==> config.mk <==
export PLATFORM = sky130hd
export DESIGN_NAME = regfile_wr_ctrl
export DESIGN_NICKNAME = d
export VERILOG_FILES = /design/src/rtl/regfile_wr_ctrl_pkg.sv /design/src/rtl/regfile_clr_seq.sv /design/src/rtl/regfile_wr_ctrl.sv
export SDC_FILE = /design/constraint.sdc
export NUM_CORES = 1
export LEC_CHECK = 0
export ABC_AREA = 1
export BUFFER_PORTS_ARGS = -buffer_cell sky130_fd_sc_hd__buf_2
export CAP_MARGIN = 20
export CORE_MARGIN = 4
export CORE_UTILIZATION = 51
export CTS_CLUSTER_SIZE = 20
export DETAILED_ROUTE_END_ITERATION = 6
export GPL_ROUTABILITY_DRIVEN = 0
export PLACE_DENSITY = 0.83
export SETUP_SLACK_MARGIN = 0.1
export SLEW_MARGIN = 20
export SYNTH_ARGS = -nofsm -noshare
export SYNTH_HDL_FRONTEND = slang
export SYNTH_SLANG_ARGS = --single-unit
==> constraint.sdc <==
create_clock -name clk -period 3.39 [get_ports clk]
set_input_delay 0.1695 -clock clk [delete_from_list [all_inputs] [get_ports clk]]
set_output_delay 0.1695 -clock clk [all_outputs]
set_load 0.05 [all_outputs]
==> src/rtl/regfile_wr_ctrl_pkg.sv <==
// Shared definitions for the register-file write-port controller.
// Holds the state encodings and the hard-wired zero register address.
package regfile_wr_ctrl_pkg;

    typedef enum logic [1:0] {
        ST_INIT  = 2'd0,
        ST_RUN   = 2'd1,
        ST_FORCE = 2'd2,
        ST_DRAIN = 2'd3
    } wr_state_t;

    localparam int REG_ZERO_ADDR = 0;

endpackage

==> src/rtl/regfile_clr_seq.sv <==
// Clear-sweep sequencer: walks every register address once after reset
// and raises a sticky done flag the cycle after the last entry is written.
module regfile_clr_seq #(
    parameter int ADDR_WIDTH = 5
) (
    input  logic                  clk,
    input  logic                  rst,
    input  logic                  en,
    output logic [ADDR_WIDTH-1:0] clr_cnt,
    output logic                  clr_last,
    output logic                  done
);

    localparam logic [ADDR_WIDTH-1:0] LAST_ADDR = '1;

    assign clr_last = en && (clr_cnt == LAST_ADDR);

    always_ff @(posedge clk) begin
        if (rst) begin
            clr_cnt <= '0;
            done    <= 1'b0;
        end else begin
            if (en) begin
                clr_cnt <= clr_cnt + 1'b1;
            end
            if (clr_last) begin
                done <= 1'b1;
            end
        end
    end

endmodule

==> src/rtl/regfile_wr_ctrl.sv <==
// Single write-port owner for the register file: clear sweep after reset, then
// WB-priority arbitration with a bounded host wait and a 1-entry WB holding slot.
//
// state    | meaning
// ---------+-----------------------------------------------------------
// ST_INIT  | clearing entries 0..2**ADDR_WIDTH-1, pipe stalled
// ST_RUN   | WB writes first, host gets idle WB cycles
// ST_FORCE | host owns the port for one cycle, displaced WB goes to pend
// ST_DRAIN | pend written back, pipe stalled, WB must be idle
module regfile_wr_ctrl
    import regfile_wr_ctrl_pkg::*;
#(
    parameter int DATA_WIDTH = 32,
    parameter int ADDR_WIDTH = 5,
    parameter int MAX_WAIT   = 8,
    parameter int ZERO_REG   = 1
) (
    input  logic                  clk,
    input  logic                  rst,
    input  logic                  wb_wena,
    input  logic [ADDR_WIDTH-1:0] wb_waddr,
    input  logic [DATA_WIDTH-1:0] wb_wdata,
    input  logic                  host_valid,
    input  logic [ADDR_WIDTH-1:0] host_addr,
    input  logic [DATA_WIDTH-1:0] host_wdata,
    output logic                  host_ready,
    output logic                  rf_wena,
    output logic [ADDR_WIDTH-1:0] rf_waddr,
    output logic [DATA_WIDTH-1:0] rf_wdata,
    output logic                  stall_req,
    output logic                  init_done,
    output logic                  err
);

    localparam int                    WAIT_W    = $clog2(MAX_WAIT + 1);
    localparam logic [WAIT_W-1:0]     WAIT_LAST = WAIT_W'(MAX_WAIT - 1);
    localparam logic [ADDR_WIDTH-1:0] ZERO_ADDR = ADDR_WIDTH'(REG_ZERO_ADDR);

    wr_state_t             state, state_nxt;
    logic [WAIT_W-1:0]     wait_cnt, wait_cnt_nxt;
    logic                  pend_v, pend_v_nxt;
    logic [ADDR_WIDTH-1:0] pend_addr, pend_addr_nxt;
    logic [DATA_WIDTH-1:0] pend_data, pend_data_nxt;
    logic                  err_nxt;

    logic [ADDR_WIDTH-1:0] clr_cnt;
    logic                  clr_last;
    logic                  wr_req;
    logic [ADDR_WIDTH-1:0] wr_addr;
    logic [DATA_WIDTH-1:0] wr_data;
    logic                  wr_zero_block;

    regfile_clr_seq #(
        .ADDR_WIDTH(ADDR_WIDTH)
    ) u_clr_seq (
        .clk      (clk),
        .rst      (rst),
        .en       (state == ST_INIT),
        .clr_cnt  (clr_cnt),
        .clr_last (clr_last),
        .done     (init_done)
    );

    always_ff @(posedge clk) begin
        if (rst) begin
            state     <= ST_INIT;
            wait_cnt  <= '0;
            pend_v    <= 1'b0;
            pend_addr <= '0;
            pend_data <= '0;
            err       <= 1'b0;
        end else begin
            state     <= state_nxt;
            wait_cnt  <= wait_cnt_nxt;
            pend_v    <= pend_v_nxt;
            pend_addr <= pend_addr_nxt;
            pend_data <= pend_data_nxt;
            err       <= err_nxt;
        end
    end

    always_comb begin
        state_nxt     = state;
        wait_cnt_nxt  = '0;
        pend_v_nxt    = pend_v;
        pend_addr_nxt = pend_addr;
        pend_data_nxt = pend_data;
        err_nxt       = err;
        wr_req        = 1'b0;
        wr_addr       = '0;
        wr_data       = '0;
        host_ready    = 1'b0;
        stall_req     = 1'b0;

        case (state)
            ST_INIT: begin
                stall_req = 1'b1;
                wr_req    = 1'b1;
                wr_addr   = clr_cnt;
                if (clr_last) begin
                    state_nxt = ST_RUN;
                end
            end
            ST_RUN: begin
                if (wb_wena) begin
                    wr_req  = 1'b1;
                    wr_addr = wb_waddr;
                    wr_data = wb_wdata;
                end else begin
                    host_ready = 1'b1;
                    if (host_valid) begin
                        wr_req  = 1'b1;
                        wr_addr = host_addr;
                        wr_data = host_wdata;
                    end
                end
                // host blocked by WB this cycle: count it, force a slot at the limit
                if (host_valid && wb_wena) begin
                    if (wait_cnt == WAIT_LAST) begin
                        state_nxt = ST_FORCE;
                    end else begin
                        wait_cnt_nxt = wait_cnt + 1'b1;
                    end
                end
            end
            ST_FORCE: begin
                stall_req  = 1'b1;
                host_ready = 1'b1;
                if (host_valid) begin
                    wr_req  = 1'b1;
                    wr_addr = host_addr;
                    wr_data = host_wdata;
                end
                if (wb_wena) begin
                    pend_v_nxt    = 1'b1;
                    pend_addr_nxt = wb_waddr;
                    pend_data_nxt = wb_wdata;
                    state_nxt     = ST_DRAIN;
                end else begin
                    state_nxt = ST_RUN;
                end
            end
            ST_DRAIN: begin
                stall_req  = 1'b1;
                pend_v_nxt = 1'b0;
                if (pend_v) begin
                    wr_req  = 1'b1;
                    wr_addr = pend_addr;
                    wr_data = pend_data;
                end
                if (wb_wena) begin
                    err_nxt = 1'b1;
                end
                state_nxt = ST_RUN;
            end
            default: begin
                state_nxt = ST_INIT;
            end
        endcase
    end

    // the clear sweep must still write entry 0
    assign wr_zero_block = (ZERO_REG != 0) && (state != ST_INIT) && (wr_addr == ZERO_ADDR);
    assign rf_wena       = wr_req && !wr_zero_block;
    assign rf_waddr      = rf_wena ? wr_addr : '0;
    assign rf_wdata      = rf_wena ? wr_data : '0;

endmodule

==> flow_metrics.py, run 1 <==
metrics = {
    "detailed_routing": {
        "wirelength_mm": 8.87,
        "drt-initial-drc-count": 220,
        "drc": 0,
        "wl_per_cell_um": 12.8,
        "vias_per_cell": 5.18,
        "drtAntennaViolNets": 0,
        "drtPass1Iterations": 5,
        "via_count": 3594,
    },
    "cts": {
        "clkTransAtPathRegs_ps": 90,
        "clock_latency_ps": 300,
        "root_buffer": "clkbuf_8",
        "cts_setup_buffers": 0,
        "cts.sinks": 51,
        "cts.htree.levels": 2,
        "cts_tree": "built",
        "clockBufferDepth": 2,
        "cts_buffers": 5,
    },
    "critical_path": {
        "slowest_delay_ps": 480,
        "crit_family": "buffers and inverters",
        "crit_top_cell": "nand2_1",
        "worstPathCellList": "inv_1, ha_1, inv_2, nand2_1, nor2_1, nand2_1, nand2_1, nand3_2, o21bai_4, nor2_1, buf_2",
        "required_ps": 3220,
        "crit_buf_inv": 3,
        "cp_slowest_cell": "o21bai_4",
        "r2r_start": "state[1]$_SDFFE_PP0P_",
        "arrival_ps": 2910,
        "cp-start-kind": "register",
        "end_kind": "primary output",
        "critical_path_class": "reg -> out",
        "cp-startpoint": "state[0]$_SDFFE_PP0P_",
        "cp_max_fo": 31,
    },
    "sta": {
        "post-route-period-util_pct": 91.0,
        "clock.fmax_ghz": 0.324,
        "hold_viol": 0,
        "fin_crit_ps": 3080,
        "setup_ws_ps": 307,
        "slew_violations": 0,
        "tightest_slew_ps": 712,
        "rsz0062_at_grt": "yes",
        "setup_viol": 0,
        "final.setup.tns_ps": 0,
        "skew_ps": 5.07,
        "relSlewSlack_pct": 52.5,
    },
    "floorplanning": {
        "die_width_um": 86,
        "start_util_pct": 52.4,
        "dieHeight_um": 86,
        "ioPinCount": 120,
        "core_area_um2": 5920,
        "dieArea_um2": 7400,
        "rows": 28,
    },
    "grt": {
        "grt_use_met3_pct": 4.61,
        "grt_use_total_pct": 23.4,
        "gr-usage-met2_pct": 40.8,
        "first_global_vias": 3295,
        "top_usage_layer": "met2",
        "grt_overflow": 0,
        "grt_max_degree": 34,
        "antenna_found_initial": 0,
        "grt_use_met1_pct": 28.8,
        "grt_pass1_wl_mm": 14.4,
    },
    "run": {
        "cap_violations": 0,
    },
    "synth": {
        "synthTopCellsByArea": "dfxtp_1 33%, nand2_1 15%, nor2_1 14%, nand3_1 12%, o21ai_0 7.1%",
        "syn_area_um2": 3100,
        "synth_top_area_share_pct": 32.9,
        "ys.warnings.count": 0,
        "ys_seq_elements": 51,
        "netlist_instances": 515,
        "syn_nets": 601,
        "yosysTopAreaCell": "dfxtp_1",
        "synth_cell_types": 28,
        "yosysSeqAreaShare_pct": 32.9,
        "avgSynthCellArea_um2": 6.03,
    },
    "final_layout": {
        "nets": 704,
        "syn_to_final_growth_pct": 23.7,
        "layout-drive-gt1-share_pct": 23.4,
        "num_antenna_cells": 0,
        "finish.utilization_pct": 64.9,
    },
    "power_and_ir_drop": {
        "power_leakage_nw": 1.83,
        "power_density_nw_per_um2": 786,
        "ir_drop_mv": 0.525,
    },
    "min_path": {
        "worstHoldStart": "rst",
        "hold_class": "in -> reg",
    },
    "place": {
        "place_hpwl_mm": 6.31,
        "io_buffers": 119,
        "dpl_worst_slack_ps": 540,
    },
    "run_status": {
        "status": "completed",
    },
}
## per-stage QoR
step	total power [mW]	cells	hold slack, ps	area, um2
after floorplan	2.17	515	239	3100
after global placement	2.47	685	425	3700
after detailed placement	2.50	685	437	3700
after CTS	2.94	693	113	3820
after global routing	3.24	694	110	3840
final	3.02	694	124	3840
## repair_timing
item / CTS / global route
gates resized for setup: 0 / 1
setup endpoints to repair: 0 / 33
hold buffers: 0 / 0
## metal layers
| metal | up-vias | wire [um] |
|---|---|---|
| met4 | 0 | 134 |
| met1 | 1588 | 3810 |
| met5 | - | 0 |
| met3 | 17 | 672 |
| met2 | 137 | 4250 |
| li1 | 1852 | - |
## report_power, final
part,switching [mW],total [mW],internal [mW]
clock network,0.199,0.441,0.243
logic,1.32,1.79,0.469
registers,0.0705,0.788,0.718
total,1.59,3.02,1.43
## area by class of cell
type / instances / area [um2]
timing repair buffer: 127 / 656
inverter: 30 / 113
clock inverter: 2 / 38.8
sequential: 51 / 1020
multi-input combinational: 403 / 1840
tap: 75 / 93.8
clock buffer: 6 / 82.6
fill: 542 / 2080
## cells in the mapped netlist
cell	n
nand2_1	127
nor2_1	115
nand3_1	77
dfxtp_1	51
o21ai_0	44
inv_1	25
clkbuf_1	20
a21oi_1	13
ha_1	8
buf_2	5
nor3_1	4
buf_1	3
buf_6	3
inv_2	3
clkinv_1	2
nand2_2	2
nand4_1	2
a2111oi_0	1
buf_4	1
nand3_2	1
nand3b_1	1
nor2_2	1
nor2_4	1
nor3b_1	1
o21bai_1	1
o21bai_4	1
or2_1	1
xnor2_1	1
## final timing paths
| path | end | slack, ps | depth (start not counted) |
|---|---|---|---|
| setup / recovery | rf_wdata[0] | 310 | 11 |
| hold / removal | err$_SDFFE_PP0P_ | 120 | 2 |
| setup reg to reg | wait_cnt[3]$_SDFF_PP0_ | 1120 | 8 |
| hold reg to reg | wait_cnt[0]$_SDFF_PP0_ | 450 | 1 |
## flip-flops by register name, summed over array words and instances, names as in the netlist
signal and cells:
state 2, pend_addr 5, u_clr_seq.done 1, err 1, pend_v 1, wait_cnt 4, u_clr_seq.clr_cnt 5, pend_data 32
## placed cells by master, fill, tap and decap left out
| cell type | n |
|---|---|
| a2111oi_0 | 1 |
| a21oi_1 | 13 |
| buf_2 | 119 |
| buf_4 | 8 |
| bufinv_16 | 1 |
| clkbuf_8 | 6 |
| clkinv_1 | 2 |
| dfxtp_1 | 51 |
| ha_1 | 8 |
| inv_1 | 25 |
| inv_2 | 3 |
| inv_6 | 1 |
| nand2_1 | 127 |
| nand2_2 | 2 |
| nand3_1 | 77 |
| nand3_2 | 1 |
| nand3b_1 | 1 |
| nand4_1 | 2 |
| nor2_1 | 115 |
| nor2_2 | 1 |
| nor2_4 | 1 |
| nor3_1 | 4 |
| nor3b_1 | 1 |
| o21ai_0 | 44 |
| o21bai_1 | 1 |
| o21bai_4 | 2 |
| or2_1 | 1 |
| xnor2_1 | 1 |
## worst reg2reg max path, stage by stage, from the launching register on
cell	delay, ps
dfxtp_1	370
inv_1	100
ha_1	280
nand2_2	130
clkinv_1	500
buf_4	410
nand4_1	180
o21bai_1	150
a21oi_1	50
## cell families after synthesis
family | synth area share, %
compound gates | 10.3
xor+xnor | 0.282
fa+ha+maj | 3.23
buf+inv | 8.55
flops | 32.9
simple gates | 44.7
(Power assumes the default switching activity.)
==> inputs of run 2 (changes only) <==
CORE_ASPECT_RATIO = 1.4   (was default)
==> flow_metrics.py, run 2 (synthesis gave the netlist of run 1 again) <==
metrics = {
    "final_layout": {
        "num_antenna_cells": 0,
        "largest_reg_flops": 32,
        "syn_to_final_growth_pct": 22.0,
        "nFillCells": 572,
        "multi_input_area_um2": 1820,
        "top_regs": "pend_data (32), pend_addr (5), u_clr_seq.clr_cnt (5)",
        "largest_register": "pend_data",
        "nets": 704,
        "mostFrequentLayoutCells": "127 x nand2_1, 119 x buf_2, 115 x nor2_1",
        "regArea_um2": 1020,
        "finish.utilization_pct": 64.1,
        "layout-drive-gt1-share_pct": 23.1,
        "final_common_cell": "nand2_1",
    },
    "sta": {
        "rsz0062_at_grt": "no",
        "hold_viol": 0,
        "clock.fmax_ghz": 0.335,
        "setup_viol": 0,
        "final.setup.tns_ps": 0,
        "slew_violations": 0,
        "tightest_slew_ps": 794,
        "post-route-period-util_pct": 88.2,
        "skew_ps": 9.08,
        "relSlewSlack_pct": 46.7,
        "fin_crit_ps": 2990,
    },
    "power_and_ir_drop": {
        "ir_drop_mv": 0.327,
        "power_leakage_nw": 1.81,
        "power_density_nw_per_um2": 752,
    },
    "critical_path": {
        "reg2reg_depth": 7,
        "required_ps": 3220,
        "critical_path_class": "reg -> out",
        "cp-start-kind": "register",
        "arrival_ps": 2820,
        "r2r_start": "state[0]$_SDFFE_PP0P_",
        "r2r_slack_ps": 1140,
        "end_kind": "primary output",
        "cp_max_fo": 30,
        "rr_endpoint": "pend_data[19]$_SDFFE_PP0P_",
    },
    "run_status": {
        "status": "completed",
    },
    "grt": {
        "grt_overflow": 0,
        "first_global_vias": 3423,
        "grt_use_total_pct": 23.9,
        "grt_max_degree": 34,
        "grt_pass1_wl_mm": 14.4,
        "antenna_found_initial": 0,
    },
    "floorplanning": {
        "start_util_pct": 52.6,
        "rows": 33,
        "core_area_um2": 5900,
        "die_width_um": 73.9,
        "dieArea_um2": 7410,
        "ioPinCount": 120,
        "dieHeight_um": 100,
    },
    "cts": {
        "root_buffer": "clkbuf_8",
        "cts_setup_buffers": 0,
        "cts_buffers": 5,
        "cts_tree": "built",
        "clock_latency_ps": 300,
        "cts.htree.levels": 2,
        "clkTransAtPathRegs_ps": 90,
        "cts.sinks": 51,
        "clockBufferDepth": 2,
        "hold_buffers": 0,
    },
    "place": {
        "place_hpwl_mm": 6.43,
        "io_buffers": 119,
    },
    "detailed_routing": {
        "wirelength_mm": 8.82,
        "wl_per_cell_um": 12.8,
        "routed-wl-met2_mm": 4.60,
        "drc": 0,
        "drt-initial-drc-count": 183,
        "routed-wl-met3_um": 559,
        "via_count": 3635,
        "highest_layer": "met4",
        "vias_per_cell": 5.28,
        "drtAntennaViolNets": 0,
        "wl_met1_mm": 3.50,
        "drtPass1Iterations": 4,
    },
    "min_path": {
        "worstHoldStart": "rst",
        "worstHoldPathCells": 2,
        "hold_class": "in -> reg",
        "whs_endpoint": "u_clr_seq.clr_cnt[0]$_SDFFE_PP0P_",
    },
    "run": {
        "cap_violations": 0,
    },
}
## run 2: where the power goes
part	switching [mW]	total [mW]	internal, mW	leakage [nW]
logic	1.26	1.72	0.466	1.35
registers	0.0712	0.789	0.718	0.414
clock network	0.188	0.333	0.145	0.0422
total	1.52	2.85	1.33	1.81
## run 2: layer usage
layer  vias to the layer above  GRT usage [%]
met2                       126           43.2
met4                         0           10.7
li1                       1849              -
met5                         -              0
met1                      1642           27.2
met3                        18           3.31
## run 2: worst max-delay path, cell delays in order, from the launching register on
cell and delay, ps:
dfxtp_1 400, inv_1 100, ha_1 340, inv_4 300, nand2_1 100, nor2_1 100
nand2_1 60, nand2_1 90, nand3_2 100, o21bai_4 350, buf_4 310, nor2_1 70
buf_2 210
## run 2: how the worst max path moves through the flow
stage | startpoint | to | cells after the start
6_report | state[0]$_SDFFE_PP0P_ | rf_wdata[1] | 12
3_5_place_dp | state[0]$_SDFFE_PP0P_ | rf_wdata[13] | 12
2_1_floorplan | state[0]$_SDFFE_PP0P_ | host_ready | 6
5_1_grt | state[0]$_SDFFE_PP0P_ | rf_wdata[12] | 12
3_3_place_gp | state[0]$_SDFFE_PP0P_ | rf_wdata[13] | 12
4_1_cts | state[0]$_SDFFE_PP0P_ | rf_wdata[13] | 12
## run 2: metrics by stage
stage          hold WS (ps)  setup slack (ps)  instance area, um2  std cells  power, mW
4_1_cts                 109               269                3780        689       2.85
6_report                117               401                3780        689       2.85
3_3_place_gp            419               740                3700        681       2.47
5_1_grt                 108               162                3780        689       3.07
2_1_floorplan           239               923                3100        515       2.17
3_5_place_dp            434               622                3700        681       2.51
## run 2: final cells by class
type / count / area share (%)
Clock buffer: 7 / 2.02
Clock inverter: 1 / 0.132
Inverter: 30 / 3.04
Multi-Input combinational cell: 402 / 48.0
Sequential cell: 51 / 27.0
Tap cell: 70 / 2.31
Timing Repair Buffer: 128 / 17.5
## run 2: timing repair
| item | in CTS | in global routing |
|---|---|---|
| setup endpoints to repair | 0 | 18 |
| hold endpoints to repair | 0 | 0 |
| resized for setup | 0 | 2 |
==> inputs of run 3 (changes only) <==
PLACE_DENSITY = 0.82   (was 0.83)
SYNTH_HIERARCHICAL = 1   (was default)
==> flow_metrics.py, run 3 <==
metrics = {
    "synth": {
        "yosysSeqAreaShare_pct": 31.8,
        "synth_edf_count": 0,
        "avgSynthCellArea_um2": 6.23,
        "ys.warnings.count": 6,
        "syn_nets": 601,
        "netlist_instances": 515,
        "synth_common_cells": "125 x nand2_1, 92 x nor2_1, 73 x nand3_1",
        "syn_area_um2": 3210,
        "ys.flop_type": "dfxtp_1",
        "post-synth-top-count-cell": "nand2_1",
        "synthTopCellsByArea": "dfxtp_1 32%, nand2_1 15%, nand3_1 11%, nor2_1 11%, o21ai_0 6.9%",
        "synth_cell_types": 32,
        "ys_async_sr_fraction_pct": 0,
        "yosysTopAreaCell": "dfxtp_1",
        "synth_top_area_share_pct": 31.8,
        "ys_seq_elements": 51,
    },
    "critical_path": {
        "crit_family": "simple AND/OR/NAND/NOR gates",
        "rr_endpoint": "pend_data[15]$_SDFFE_PP0P_",
        "crit_buf_inv": 3,
        "reg2reg_depth": 7,
        "end_kind": "primary output",
        "r2r_start": "state[0]$_SDFFE_PP0P_",
        "cp-start-kind": "register",
        "arrival_ps": 2920,
        "slowest_delay_ps": 560,
        "cp_max_fo": 22,
        "critical_path_class": "reg -> out",
        "r2r_slack_ps": 1200,
        "worstPathCellList": "inv_1, ha_1, inv_2, or2_2, nand2_1, nand3_2, o21bai_4, nor2_2, buf_2",
        "required_ps": 3220,
        "cp_slowest_cell": "o21bai_4",
    },
    "sta": {
        "tightest_slew_ps": 677,
        "clock.fmax_ghz": 0.324,
        "skew_ps": 8.44,
        "fin_crit_ps": 3090,
        "setup_viol": 0,
        "slew_violations": 0,
        "timing.hold.ws_ps": 77.0,
        "rsz0062_at_grt": "no",
        "relSlewSlack_pct": 54.8,
        "post-route-period-util_pct": 91.1,
        "final.setup.tns_ps": 0,
        "hold_viol": 0,
        "setup_ws_ps": 300,
    },
    "grt": {
        "first_global_vias": 3385,
        "grt_overflow": 0,
        "grt_max_degree": 42,
        "grt_use_total_pct": 25.1,
        "antenna_found_initial": 0,
        "gr-usage-met2_pct": 45.9,
        "top_usage_layer": "met2",
        "grt_use_met3_pct": 3.44,
        "grt_use_met1_pct": 29.4,
        "grt_pass1_wl_mm": 15.2,
    },
    "place": {
        "place_hpwl_mm": 6.48,
        "dpl.cell_count": 678,
        "postPlaceCellArea_um2": 3770,
        "io_buffers": 119,
        "dpl_worst_slack_ps": 299,
    },
    "floorplanning": {
        "rows": 33,
        "dieArea_um2": 7640,
        "dieHeight_um": 102,
        "ioPinCount": 120,
        "start_util_pct": 53.6,
        "die_width_um": 75.0,
        "core_area_um2": 5990,
    },
    "cts": {
        "root_buffer": "clkbuf_8",
        "hold_buffers": 0,
        "clock_latency_ps": 300,
        "cts.sinks": 51,
        "clockBufferDepth": 2,
        "cts.htree.levels": 2,
        "cts_tree": "built",
        "clkTransAtPathRegs_ps": 100,
        "cts_buffers": 5,
    },
    "final_layout": {
        "finish.utilization_pct": 65.5,
        "nets": 704,
        "layout-drive-gt1-share_pct": 29.2,
        "largest_reg_flops": 32,
        "largest_register": "pend_data",
        "num_antenna_cells": 0,
        "syn_to_final_growth_pct": 22.1,
        "top_regs": "pend_data (32), pend_addr (5), u_clr_seq/clr_cnt (5)",
        "mostFrequentLayoutCells": "125 x nand2_1, 119 x buf_2, 92 x nor2_1",
        "finalInstanceArea_um2": 3920,
        "final_cell_count_no_fill": 689,
        "final_common_cell": "nand2_1",
    },
    "min_path": {
        "whs_endpoint": "err$_SDFFE_PP0P_",
        "hold_class": "in -> reg",
        "worstHoldStart": "rst",
        "worstHoldPathCells": 2,
    },
    "detailed_routing": {
        "wl_per_cell_um": 13.8,
        "vias_per_cell": 5.32,
        "drtPass1Iterations": 4,
        "wirelength_mm": 9.54,
        "via_count": 3664,
        "drc": 0,
        "drtAntennaViolNets": 0,
        "drt-initial-drc-count": 233,
    },
    "power_and_ir_drop": {
        "power_density_nw_per_um2": 802,
        "power_leakage_nw": 1.81,
        "ir_drop_mv": 0.882,
        "p_total_mw": 3.14,
    },
    "run": {
        "cap_violations": 0,
    },
    "run_status": {
        "status": "completed",
    },
}
-- run 3: cell count changes after synthesis, moves of 3 or more --
cell     previous run  this run
nor2_2              1        31
nor2_1            115        92
or2_2               0         5
nand3_1            77        73
a21oi_1            13        10
inv_1              25        22
nor3_1              4         1
-- run 3: repair_timing --
item	in CTS	in global routing
endpoints found under the setup margin	33	33
gates resized for setup	1	0
pin swaps	1	2
setup buffers	0	1
gates cloned	1	0
-- run 3: worst max path at each step --
stage	depth (start not counted)	end	slack [ps]	startpoint
after floorplan	11	rf_wdata[0]	1250	state[1]$_SDFFE_PP0P_
after global placement	9	rf_wdata[31]	470	state[0]$_SDFFE_PP0P_
after detailed placement	9	rf_wdata[1]	300	state[0]$_SDFFE_PP0P_
after CTS	9	rf_wdata[1]	180	state[1]$_SDFFE_PP0P_
after global routing	9	rf_wdata[24]	100	state[0]$_SDFFE_PP0P_
final	9	rf_wdata[24]	300	state[1]$_SDFFE_PP0P_
-- run 3: logic make-up (layout without fill, tap and decap cells) --
logic type | after synthesis | in the layout | share of synthesized area (%)
compound gates | 60 | 61 | 10.1
fa+ha+maj | 8 | 8 | 3.12
buf+inv | 59 | 162 | 8.46
flops | 51 | 51 | 31.8
simple gates | 335 | 335 | 46.0
xor+xnor | 2 | 2 | 0.546
-- run 3: area by class of cell --
type	count	area, um2
tap	70	87.6
timing repair buffer	128	679
sequential	51	1020
clock inverter	2	16.3
clock buffer	6	82.6
fill	598	2070
multi-input combinational	406	1940
inverter	26	97.6
-- run 3: routing by layer --
layer  routed length, um  part of all wire (%)
met1                3750                    39
met2                5050                    53
met3                 596                   6.2
met4                 146                   1.5
met5                   0                     0
-- run 3: where the power goes --
part	internal, mW	switching [mW]	leakage (nW)
Combinational	0.538	1.44	1.35
Sequential	0.718	0.0772	0.414
Clock	0.167	0.205	0.0474
Total	1.42	1.72	1.81
